<file path="config.mk">
export PLATFORM = sky130hd
export DESIGN_NAME = keypad_scan_controller
export DESIGN_NICKNAME = d
export VERILOG_FILES = /design/src/rtl/keypad_scan_controller.sv
export SDC_FILE = /design/constraint.sdc
export NUM_CORES = 1
export LEC_CHECK = 0
export BUFFER_PORTS_ARGS = -buffer_cell sky130_fd_sc_hd__buf_2
export CORE_UTILIZATION = 63
export DETAILED_ROUTE_END_ITERATION = 12
export PLACE_DENSITY_LB_ADDON = 0.05
export SYNTH_ARGS = -nofsm -noshare
export SYNTH_HDL_FRONTEND = slang
export SYNTH_SLANG_ARGS = --single-unit
</file>
<file path="constraint.sdc">
create_clock -name clk -period 4 [get_ports clk]
set_input_delay 0.2 -clock clk [delete_from_list [all_inputs] [get_ports clk]]
set_output_delay 0.2 -clock clk [all_outputs]
set_load 0.02 [all_outputs]
</file>
<file path="src/rtl/keypad_scan_controller.sv">
// 4x4 keypad row scanner: drives one row, settles, samples synchronized columns, locks on a single key.
// Optional idle wake mode (all rows driven, no counting) is enabled by defining KEYPAD_WAKE_EN.
module keypad_scan_controller #(
  parameter int SETTLE_CYCLES   = 3000,
  parameter int SYNC_STAGES     = 2,
  parameter int WAKE_IDLE_SCANS = 8
) (
  input  logic       clk,
  input  logic       rst_n,
  input  logic [3:0] col,
  input  logic       scan_stop,
  output logic [3:0] row,
  output logic [1:0] row_idx,
  output logic [1:0] col_idx,
  output logic       key_detected,
  output logic       multi_key
);

  localparam int CNT_W = (SETTLE_CYCLES > 2) ? $clog2(SETTLE_CYCLES) : 2;
  localparam logic [CNT_W-1:0] CNT_LAST = CNT_W'(SETTLE_CYCLES - 1);

  if (SETTLE_CYCLES < SYNC_STAGES + 1 || SYNC_STAGES < 1 || WAKE_IDLE_SCANS < 1) begin : g_bad_params
    $error("keypad_scan_controller: invalid parameter combination");
  end

  typedef enum logic [1:0] {SETTLE, SAMPLE, LOCK, WAKE} state_t;

  state_t           state;
  logic [CNT_W-1:0] cnt;
  logic [3:0]       col_sync [SYNC_STAGES];
  logic [3:0]       col_s;
  logic [3:0]       lock_col;
  logic             released;
  logic             rel_hit;
  logic             col_one_hot;

  function automatic logic [3:0] row_onehot(input logic [1:0] idx);
    return 4'b0001 << idx;
  endfunction

  function automatic logic [1:0] col_encode(input logic [3:0] c);
    case (c)
      4'b0010: return 2'd1;
      4'b0100: return 2'd2;
      4'b1000: return 2'd3;
      default: return 2'd0;
    endcase
  endfunction

  always_ff @(posedge clk) begin
    if (!rst_n) begin
      for (int i = 0; i < SYNC_STAGES; i++) col_sync[i] <= '0;
    end else begin
      col_sync[0] <= col;
      for (int i = 1; i < SYNC_STAGES; i++) col_sync[i] <= col_sync[i-1];
    end
  end

  assign col_s       = col_sync[SYNC_STAGES-1];
  assign col_one_hot = (col_s != 4'b0) && ((col_s & (col_s - 4'd1)) == 4'b0);
  // A lone column outside the locked one means the original key let go; never relock in place.
  assign rel_hit     = !scan_stop && (col_s != 4'b0) && ((col_s & lock_col) == 4'b0);

`ifdef KEYPAD_WAKE_EN
  localparam int IDLE_W = $clog2(WAKE_IDLE_SCANS + 1);
  logic [IDLE_W-1:0] idle_cnt;
  logic              scan_hit;
`endif

  always_ff @(posedge clk) begin
    if (!rst_n) begin
      state        <= SETTLE;
      cnt          <= '0;
      row          <= 4'b0001;
      row_idx      <= 2'd0;
      col_idx      <= 2'd0;
      lock_col     <= 4'b0;
      released     <= 1'b0;
      key_detected <= 1'b0;
      multi_key    <= 1'b0;
`ifdef KEYPAD_WAKE_EN
      idle_cnt     <= '0;
      scan_hit     <= 1'b0;
`endif
    end else begin
      key_detected <= 1'b0;
      multi_key    <= 1'b0;
      case (state)
        SETTLE: begin
          if (cnt == CNT_LAST) begin
            cnt   <= '0;
            state <= SAMPLE;
          end else begin
            cnt <= cnt + 1'b1;
          end
        end
        SAMPLE: begin
          if (col_one_hot) begin
            col_idx      <= col_encode(col_s);
            lock_col     <= col_s;
            released     <= 1'b0;
            key_detected <= 1'b1;
            state        <= LOCK;
          end else begin
            multi_key <= (col_s != 4'b0);
            row_idx   <= row_idx + 2'd1;
            row       <= row_onehot(row_idx + 2'd1);
            state     <= SETTLE;
          end
`ifdef KEYPAD_WAKE_EN
          if (col_s != 4'b0) idle_cnt <= '0;
          if (row_idx == 2'd3) begin
            scan_hit <= 1'b0;
            if (!scan_hit && col_s == 4'b0) begin
              if (idle_cnt == IDLE_W'(WAKE_IDLE_SCANS - 1)) begin
                row     <= 4'b1111;
                row_idx <= row_idx;
                state   <= WAKE;
              end else begin
                idle_cnt <= idle_cnt + 1'b1;
              end
            end
          end else begin
            scan_hit <= scan_hit | (col_s != 4'b0);
          end
`endif
        end
        LOCK: begin
          if (col_s == 4'b0 && !scan_stop) begin
            row_idx  <= row_idx + 2'd1;
            row      <= row_onehot(row_idx + 2'd1);
            released <= 1'b0;
            cnt      <= '0;
            state    <= SETTLE;
          end else begin
            released     <= released | rel_hit;
            key_detected <= !(released | rel_hit) && (col_s == lock_col);
            multi_key    <= ((col_s & lock_col) != 4'b0) && ((col_s & ~lock_col) != 4'b0);
          end
        end
`ifdef KEYPAD_WAKE_EN
        WAKE: begin
          if (col_s != 4'b0) begin
            row_idx  <= 2'd0;
            row      <= 4'b0001;
            cnt      <= '0;
            idle_cnt <= '0;
            scan_hit <= 1'b0;
            state    <= SETTLE;
          end
        end
`endif
        default: begin
          cnt   <= '0;
          state <= SETTLE;
        end
      endcase
    end
  end

endmodule

</file>
# After elaboration in Yosys (flattened, before gate mapping)
# Memory sizes are Yosys's and may differ from the RTL's.
# Cells that the tools add are included.
# op_classes
eq_ne,11
bitwise_logic,8
n_lt_le_gt_ge,0
mux,27
div_mod_pow,0
n_reduce_logical,21
shifts,1
addsub,3
n_mul,0
# ops
cell,n
case mux 12 bit (3 select lines),1
two-way mux 12 bit,2
two-way mux 4 bit,4
"adder 12 x 1 -> 12 bit, second input constant",1
bitwise AND 4 bit,3
"equality test 12 bit, second input constant",1
zero test 4 bit,3
case mux 2 bit (3 select lines),2
nonzero test 4 bit,3
two-way mux 2 bit,5
two-way mux 1 bit,8
"inequality test 2 bit, second input constant",4
case mux 4 bit (2 select lines),1
AND reduction 2 bit,4
logical AND 1 bit,6
case mux 1 bit (2 select lines),3
"equality test 4 x 2 -> 1 bit, second input constant",1
"equality test 4 x 3 -> 1 bit, second input constant",1
equality test 4 bit,1
"equality test 4 bit, second input constant",1
inverter 4 bit,1
case mux 2 bit (2 select lines),1
"<< shifter 1 x 2 -> 4 bit, first input constant",1
"subtractor 4 x 1 -> 4 bit, second input constant",1
other kinds (9),12
# word_totals
output_inout_bits,10
mem_bits_ro,0
register_bits,29
input_bits,7
mem_bits_rw,8
latch_bits,0
memories,1
wordCells,81
# mem_list
name,depth,width,read_ports,rd_ports_with_merged_regs,wr,line_no,rtl
col_sync,2,4,2,0,2,30,logic [3:0] col_sync [SYNC_STAGES];

# Logic depth before layout (Yosys ltp)
# Gate-level depths: netlist of the first run.
# logic_depth
word_depth,8
depth_mapped,9
mapped_depth_nobuf,6

# Worst setup path after synthesis of the first run
# No wires, ideal clock.
# synth_timing
path_kind,register to register
startpoint,register state[1]
endpoint,register cnt[10]
n_path_buf,2
t_required_ps,3928
stages_incl_launch_ff,9
setup_ps,72
arrival_ps,1905
period_less_slack_ps,1976
setup_slack_ps,2024
path_cell_list,dfxtp_1 inv_1 ha_1 buf_2 nor2_1 a31oi_2 buf_2 or4_1 a21oi_1
# synth_between
elab_chain_len,3
word_cells_on_any_way,7
classes_between,3 x eq/ne; 1 x mux; 1 x bitwise; 2 x reduce/logical
# synth_lines
element,line_no,rtl
start: declaration,28,state_t state;
start signal: assignment,72,state <= SETTLE;
start signal: assignment,92,state <= SAMPLE;
start signal: assignment,103,state <= LOCK;
equality test 2 bit / equality test 2 x 1 -> 1 bit (equally long branches),88,case (state)
inequality test 2 bit (no source line) / inverter 1 bit (equally long branches),--,
AND reduction 2 bit (no source line),--,
end signal: assignment,94,cnt <= cnt + 1'b1;
end: declaration,29,logic [CNT_W-1:0] cnt;
# Several ways; a longest one is shown, not always the timed one.
# A chain may end at the register's enable or synchronous reset.

# Worst setup path after layout of the first run
# Ends and elaborated chain as after synthesis.

==> metrics.txt, run 1 <==
outcome finished, final reports clean; gr usage total 26.4%; max cap viols 0; vias in the first global route 1506; Final Hold Fails 0; Fmax 402 MHz; CTS tree yes; Combinational Power Share 15.2%; via count 1674; # setup viols final 0; crit path max-delay cell type a31oi_2; Clock Power Share 33.1%; critical path class flip-flop to flip-flop; Static Leak 0.000764 µW; unrepaired setup endpoints after global routing false; 1st-iter DRT viols 108; Tot Pwr 790 µW; min cycle time layout 2490 ps; ys flop type dfxtp_1; WP data arrival 2760 ps; CP Cell Sequence inv_1 > ha_1 > nor2_1 > a31oi_2 > o21ai_0 > a21oi_1; average size of a mapped cell 8.81 µm²; final WL 4020 µm; root buffer cell clkbuf_4; maximum clock path buffer count 2; clock buffer count from CTS 5; GR Overflow Total 0; YS warnings 0; first-pass GRT wire length 6710 µm; worst slew pin tran 924 ps; hold path depth 2; PortBufs 16; Power Internal 565 µW; max incr delay on CP 760 ps; worst rel slew slack 38.2%; die width 57.8 µm; DIE AREA 3350 µm²; DRC errors left 0; Post-synth EDFFs 0; Sinks on Clock Net 37; fin nets 257; R2R depth 6; async set-reset flop share out of synthesis 0%; post-CTS setup buffers 0; Mapped Cells 223; Initial Utilization 68.9%; register area share after synthesis 37.7%; WL/cell 15.1 µm; Die Y 57.8 µm; vias per inst 6.29; fin. max-slew vios 0; pwr/cell area 376 nW/µm²; Final Cycle Share 62.2%; pin count of the biggest net entering global routing 26; share of cells above drive strength 1 11.5%; CP Capture Type flip-flop; clk_lat worst skew 350 ps; post-detail-place hpwl 2850 µm; clock-pin slew on the worst setup and hold paths 120 ps; Std-Cell Rows 19; switch share 28.5%; Area Overhead vs Synth 7.13%; Seq pwr share 51.7%; number of I/O pins 17; H-tree depth 2; Synth Register Bits 37; WP data required 4270 ps; setup tns final 0 ps; diode count 0; net switching power 225 µW; HP Class input port to flip-flop; Netlist cell types 42; Final ANT Viol Nets 0; worst vdd ir 0.240 mV; CP max FO 25; DRT Pass-1 Iters 5; initial antenna violation count 0; Worst Skew 11.3 ps; hold-fix buffers at CTS 0; dpl cells 258; Final Non-Filler Cells 266; Placeable Area 2850 µm²; GP Congestion 0.852; net count after synthesis 246; PostCTS Resize Cnt 0; synthesized area 1960 µm²; CP Launch Type flip-flop
## path summary, 6_finish.rpt
check | slack, ps | startpoint | endpoint
max | 1510 | state[1] | cnt[10]
min | 40 | col[1] | col_sync[0][1]
max reg2reg | 1510 | state[1] | cnt[10]
min reg2reg | 450 | col_sync[0][3] | col_sync[0][7]
## Yosys cell counts (all sizes together), types with 2 or more instances
library cell / instances / area share, %
a211oi: 2 / 1.4
a21oi: 14 / 3.6
a31oi: 5 / 1.9
and2: 8 / 2.5
and3: 2 / 0.64
buf: 6 / 1.8
clkbuf: 6 / 1.1
dfxtp: 37 / 38
ha: 16 / 10
inv: 12 / 2.3
mux2i: 6 / 3.1
nand2: 20 / 3.8
nand2b: 3 / 0.96
nand3: 20 / 5.1
nor2: 8 / 1.5
nor3: 7 / 1.8
nor4b: 2 / 0.89
o211ai: 2 / 0.76
o21ai: 8 / 2.0
o31a: 2 / 0.89
o31ai: 5 / 1.9
o41ai: 2 / 0.89
or3: 2 / 0.64
or4: 10 / 3.8
xnor2: 4 / 1.8
## layout make-up
cell class | instances | area [µm²]
inverter | 12 | 45.0
sequential | 37 | 741
clock buffer | 6 | 41.3
timing repair buffer | 16 | 80.1
tap | 31 | 38.8
fill | 221 | 748
multi-input combinational | 162 | 1120
clock inverter | 2 | 38.8
## routing by layer
metal | track usage, % | wire length (µm) | share of wire (%)
met5 | 0 | 0 | 0
met4 | 11.9 | 93 | 2.3
met3 | 5.58 | 187 | 4.7
met2 | 41.5 | 1910 | 48
met1 | 34.9 | 1830 | 45
## sequential cells by signal (all words and copies together) (netlist names)
signal and count:
cnt 12, col_idx 2, col_sync 8, key_detected 1, lock_col 4, multi_key 1, released 1, row 4
row_idx 2, state 2
## power by group through the flow
stage | sequential [µW] | clock [µW] | combinational (µW)
floorplan | 411 | 0 | 95.8
global placement | 414 | 0 | 115
detailed placement | 416 | 0 | 119
CTS | 408 | 265 | 120
global route | 411 | 279 | 136
finish | 409 | 261 | 120
## through the flow
step | hold slack, ps | area [µm²] | utilization (%) | setup WS, ps
after detailed placement | 410 | 2020 | 71.0 | 1620
after global routing | 31.8 | 2100 | 73.8 | 1280
after floorplan | 327 | 1960 | - | 2020
after global placement | 408 | 2020 | 71.0 | 1830
after CTS | 34.8 | 2100 | 73.8 | 1600
final | 39.5 | 2100 | 73.8 | 1510
## layout by cell type (no fill, tap or decap), types with 6 or more instances in the layout
| cell type | n |
|---|---|
| nand3_1 | 20 |
| nor3_1 | 7 |
| buf_2 | 16 |
| o21ai_0 | 8 |
| and2_1 | 8 |
| nand2_1 | 20 |
| mux2i_1 | 6 |
| nor2_1 | 8 |
| or4_1 | 10 |
| ha_1 | 16 |
| a21oi_1 | 14 |
| inv_1 | 12 |
| dfxtp_1 | 37 |
## kinds of logic (layout without fill, tap and decap cells)
kind of cell | after synthesis | in the layout | share of synthesized area, %
compound gates | 44 | 44 | 15.2
xor+xnor | 5 | 5 | 2.23
fa+ha+maj | 17 | 17 | 10.7
buf+inv | 24 | 36 | 5.29
flops | 37 | 37 | 37.7
mux | 6 | 6 | 3.06
simple gates | 90 | 90 | 25.8
## worst max-delay path: cells and delay by family, from the launching register on
family | cells | cell delay [ps]
simple gates | 1 | 200
compound gates | 3 | 1400
buf+inv | 1 | 70
flops | 1 | 340
fa+ha+maj | 1 | 390
Power figures use the tool's default switching activity.
==> inputs of run 2 (changes only) <==
--- a/config.mk
+++ b/config.mk
@@ -6,7 +6,7 @@
 export NUM_CORES = 1
 export LEC_CHECK = 0
 export BUFFER_PORTS_ARGS = -buffer_cell sky130_fd_sc_hd__buf_2
-export CORE_UTILIZATION = 63
+export CORE_UTILIZATION = 53
 export DETAILED_ROUTE_END_ITERATION = 12
 export PLACE_DENSITY_LB_ADDON = 0.05
 export SYNTH_ARGS = -nofsm -noshare
==> constraint.sdc (replaced) <==
create_clock -name clk -period 2.13 [get_ports clk]
set_input_delay 0.1065 -clock clk [delete_from_list [all_inputs] [get_ports clk]]
set_output_delay 0.1065 -clock clk [all_outputs]
set_load 0.02 [all_outputs]
==> run 2 against run 1 <==
Against the previous run: via count fell by 1.5%; utilization is 8.6 points lower; power up 93%; critical endpoint is now row[3]; sequential power up 86%.
==> metrics.txt, run 2 (synthesis gave the netlist of run 1 again) <==
Placeable Area 3440 µm² (+21%); critical path class flip-flop to flip-flop; Clock Power Share 32.2% (-0.9 points); 1st-iter DRT viols 164 (+52%); worst reg2reg path endpoint row[3]; first-pass GRT wire length 7140 µm (+6.4%); DRC errors left 0 (unchanged); Fillers 297 (+34%); Combinational Power Share 17.9% (+2.7 points); WP data arrival 2180 ps (-580 ps); WL/cell 14.0 µm (-7.3%); RR Startpoint col_sync[0][6]; WP depth 4 (-2); root buffer cell clkbuf_8; GP Congestion 0.936 (+9.8%); Final Non-Filler Cells 292 (+9.8%); DRT Pass-1 Iters 4 (-1); Std-Cell Rows 21 (+2); CP startpoint col_sync[0][6]; pre-CTS WS 191 ps (-1430 ps); GR Overflow Total 0 (unchanged); min cycle time layout 1970 ps (-521 ps); # setup viols final 0 (unchanged); worst rel slew slack 51.9% (+14 points); hold path depth 2 (unchanged); Die Y 62.9 µm (+8.7%); number of I/O pins 17 (unchanged); clock buffer count from CTS 5 (unchanged); Static Leak 0.000833 µW (+9.0%); via count 1649 (-1.5%); initial antenna violation count 0 (unchanged); Final Cell Area 2240 µm² (+6.7%); Area Overhead vs Synth 14.3%; maximum clock path buffer count 2 (unchanged); worst slew pin tran 704 ps (-220 ps); share of cells above drive strength 1 16.3% (+4.8 points); CTS tree yes; most common cell after layout, fill and taps aside dfxtp_1; worst vdd ir 0.412 mV (+72%); fin nets 269 (+4.7%); max cap viols 0 (unchanged); R2R depth 4 (-2); CP Cell Sequence xor2_1 > a211o_1 > a211oi_4 > mux2i_1; Fmax 508 MHz (+26%); vias per inst 5.65 (-10%); vias in the first global route 1592 (+5.7%); unrepaired setup endpoints after global routing false; Final Cycle Share 92.4% (+30 points); gr usage total 22.7% (-3.6 points); Power Internal 1100 µW (+94%); WP data required 2340 ps (-1930 ps); final WL 4090 µm (+1.7%); post-route setup slack 161 ps (-1350 ps); clk_lat worst skew 280 ps (-70 ps); hold-fix buffers at CTS 0 (unchanged); max incr delay on CP 570 ps (-190 ps); internal reg-to-reg setup slack 160 ps (-1350 ps); switch share 27.8% (-0.63 points); outcome finished, final reports clean; Initial Utilization 57.1% (-12 points); HP Class input port to flip-flop; Seq pwr share 49.9% (-1.8 points); Final Hold Fails 0 (unchanged); CP Launch Type flip-flop; pin count of the biggest net entering global routing 26 (unchanged); commonest cells after routing, fill and taps aside 37 x dfxtp_1, 20 x nand3_1, 20 x nand2_1; crit path max-delay cell type dfxtp_1; die width 62.9 µm (+8.7%); pwr/cell area 678 nW/µm² (+81%); max FFs per register 12 (unchanged); Worst Skew 5.56 ps (-5.72 ps); DIE AREA 3950 µm² (+18%); net switching power 424 µW (+88%); Final ANT Viol Nets 0 (unchanged); post-detail-place hpwl 2970 µm (+4.0%); setup tns final 0 ps (unchanged); Reg with most FFs cnt; H-tree depth 2 (unchanged); Sinks on Clock Net 37 (unchanged); diode count 0 (unchanged); Largest regs cnt: 12 flops, col_sync: 8 flops; hold endpoint col_sync[0][0]; CP max FO 8 (-68%); Worst Path Buf+Inv 0 (-1); area post-placement 2150 µm² (+6.0%); hold_sp col[0]; PortBufs 16 (unchanged); CP Capture Type flip-flop; fin. max-slew vios 0 (unchanged); Worst path top cell family by delay compound AO/OA/AOI/OAI gates; clock-pin slew on the worst setup and hold paths 70 ps (-50 ps); end-of-flow core utilization 65.2% (-8.6 points); dpl cells 285 (+10%)
-- run 2: cell types whose count changed in the layout (fill, tap and decap cells not counted) --
cell	change
clkbuf_8	+6
buf_4	+11
bufinv_16	-1
clkbuf_4	-5
nor4b_1	-2
clkinv_4	-1
nor4b_2	+2
buf_12	+1
-- run 2: power groups by stage --
stage / clock (µW) / combinational (µW) / sequential, µW
after floorplan: 0 / 180 / 772
after global placement: 0 / 260 / 772
after detailed placement: 0 / 269 / 775
after CTS: 497 / 271 / 759
after global routing: 532 / 300 / 765
final: 490 / 272 / 760
-- run 2: area by class of cell --
| cell class | count | area [µm²] | share of cell area, % |
|---|---|---|---|
| well taps | 46 | 57.6 | 2.56 |
| multi-input cells | 162 | 1130 | 50.4 |
| repair buffers | 28 | 183 | 8.14 |
| clock buffers | 7 | 86.3 | 3.85 |
| flip-flops and latches | 37 | 741 | 33.0 |
| inverters | 12 | 45.0 | 2.01 |
-- run 2: timing repair --
item                       CTS  global route
resized for setup            0             2
hold endpoints to repair     0             0
setup buffers                0             0
setup endpoints to repair    0             1
-- run 2: worst max-delay path by stage --
stage                     to  slack (ps)
floorplan            cnt[10]         150
global placement    released         280
detailed placement  released         190
CTS                 released         190
global route        released           9
finish                row[3]         160
-- run 2: through the flow --
stage | hold WS [ps] | power [µW]
floorplan | 234 | 952
global placement | 314 | 1030
detailed placement | 316 | 1040
CTS | 21.0 | 1530
global route | 22.6 | 1600
finish | 28.3 | 1520
-- run 2: layer usage --
layer | wire (µm) | GRT usage (%) | vias to the layer above | share of wire, %
met4 | 65 | 8.14 | 0 | 1.6
met5 | 0 | 0 | - | 0
met1 | 2070 | 30.0 | 774 | 51
met3 | 100 | 5.11 | 6 | 2.4
met2 | 1860 | 36.0 | 24 | 45
li1 | - | - | 845 | -
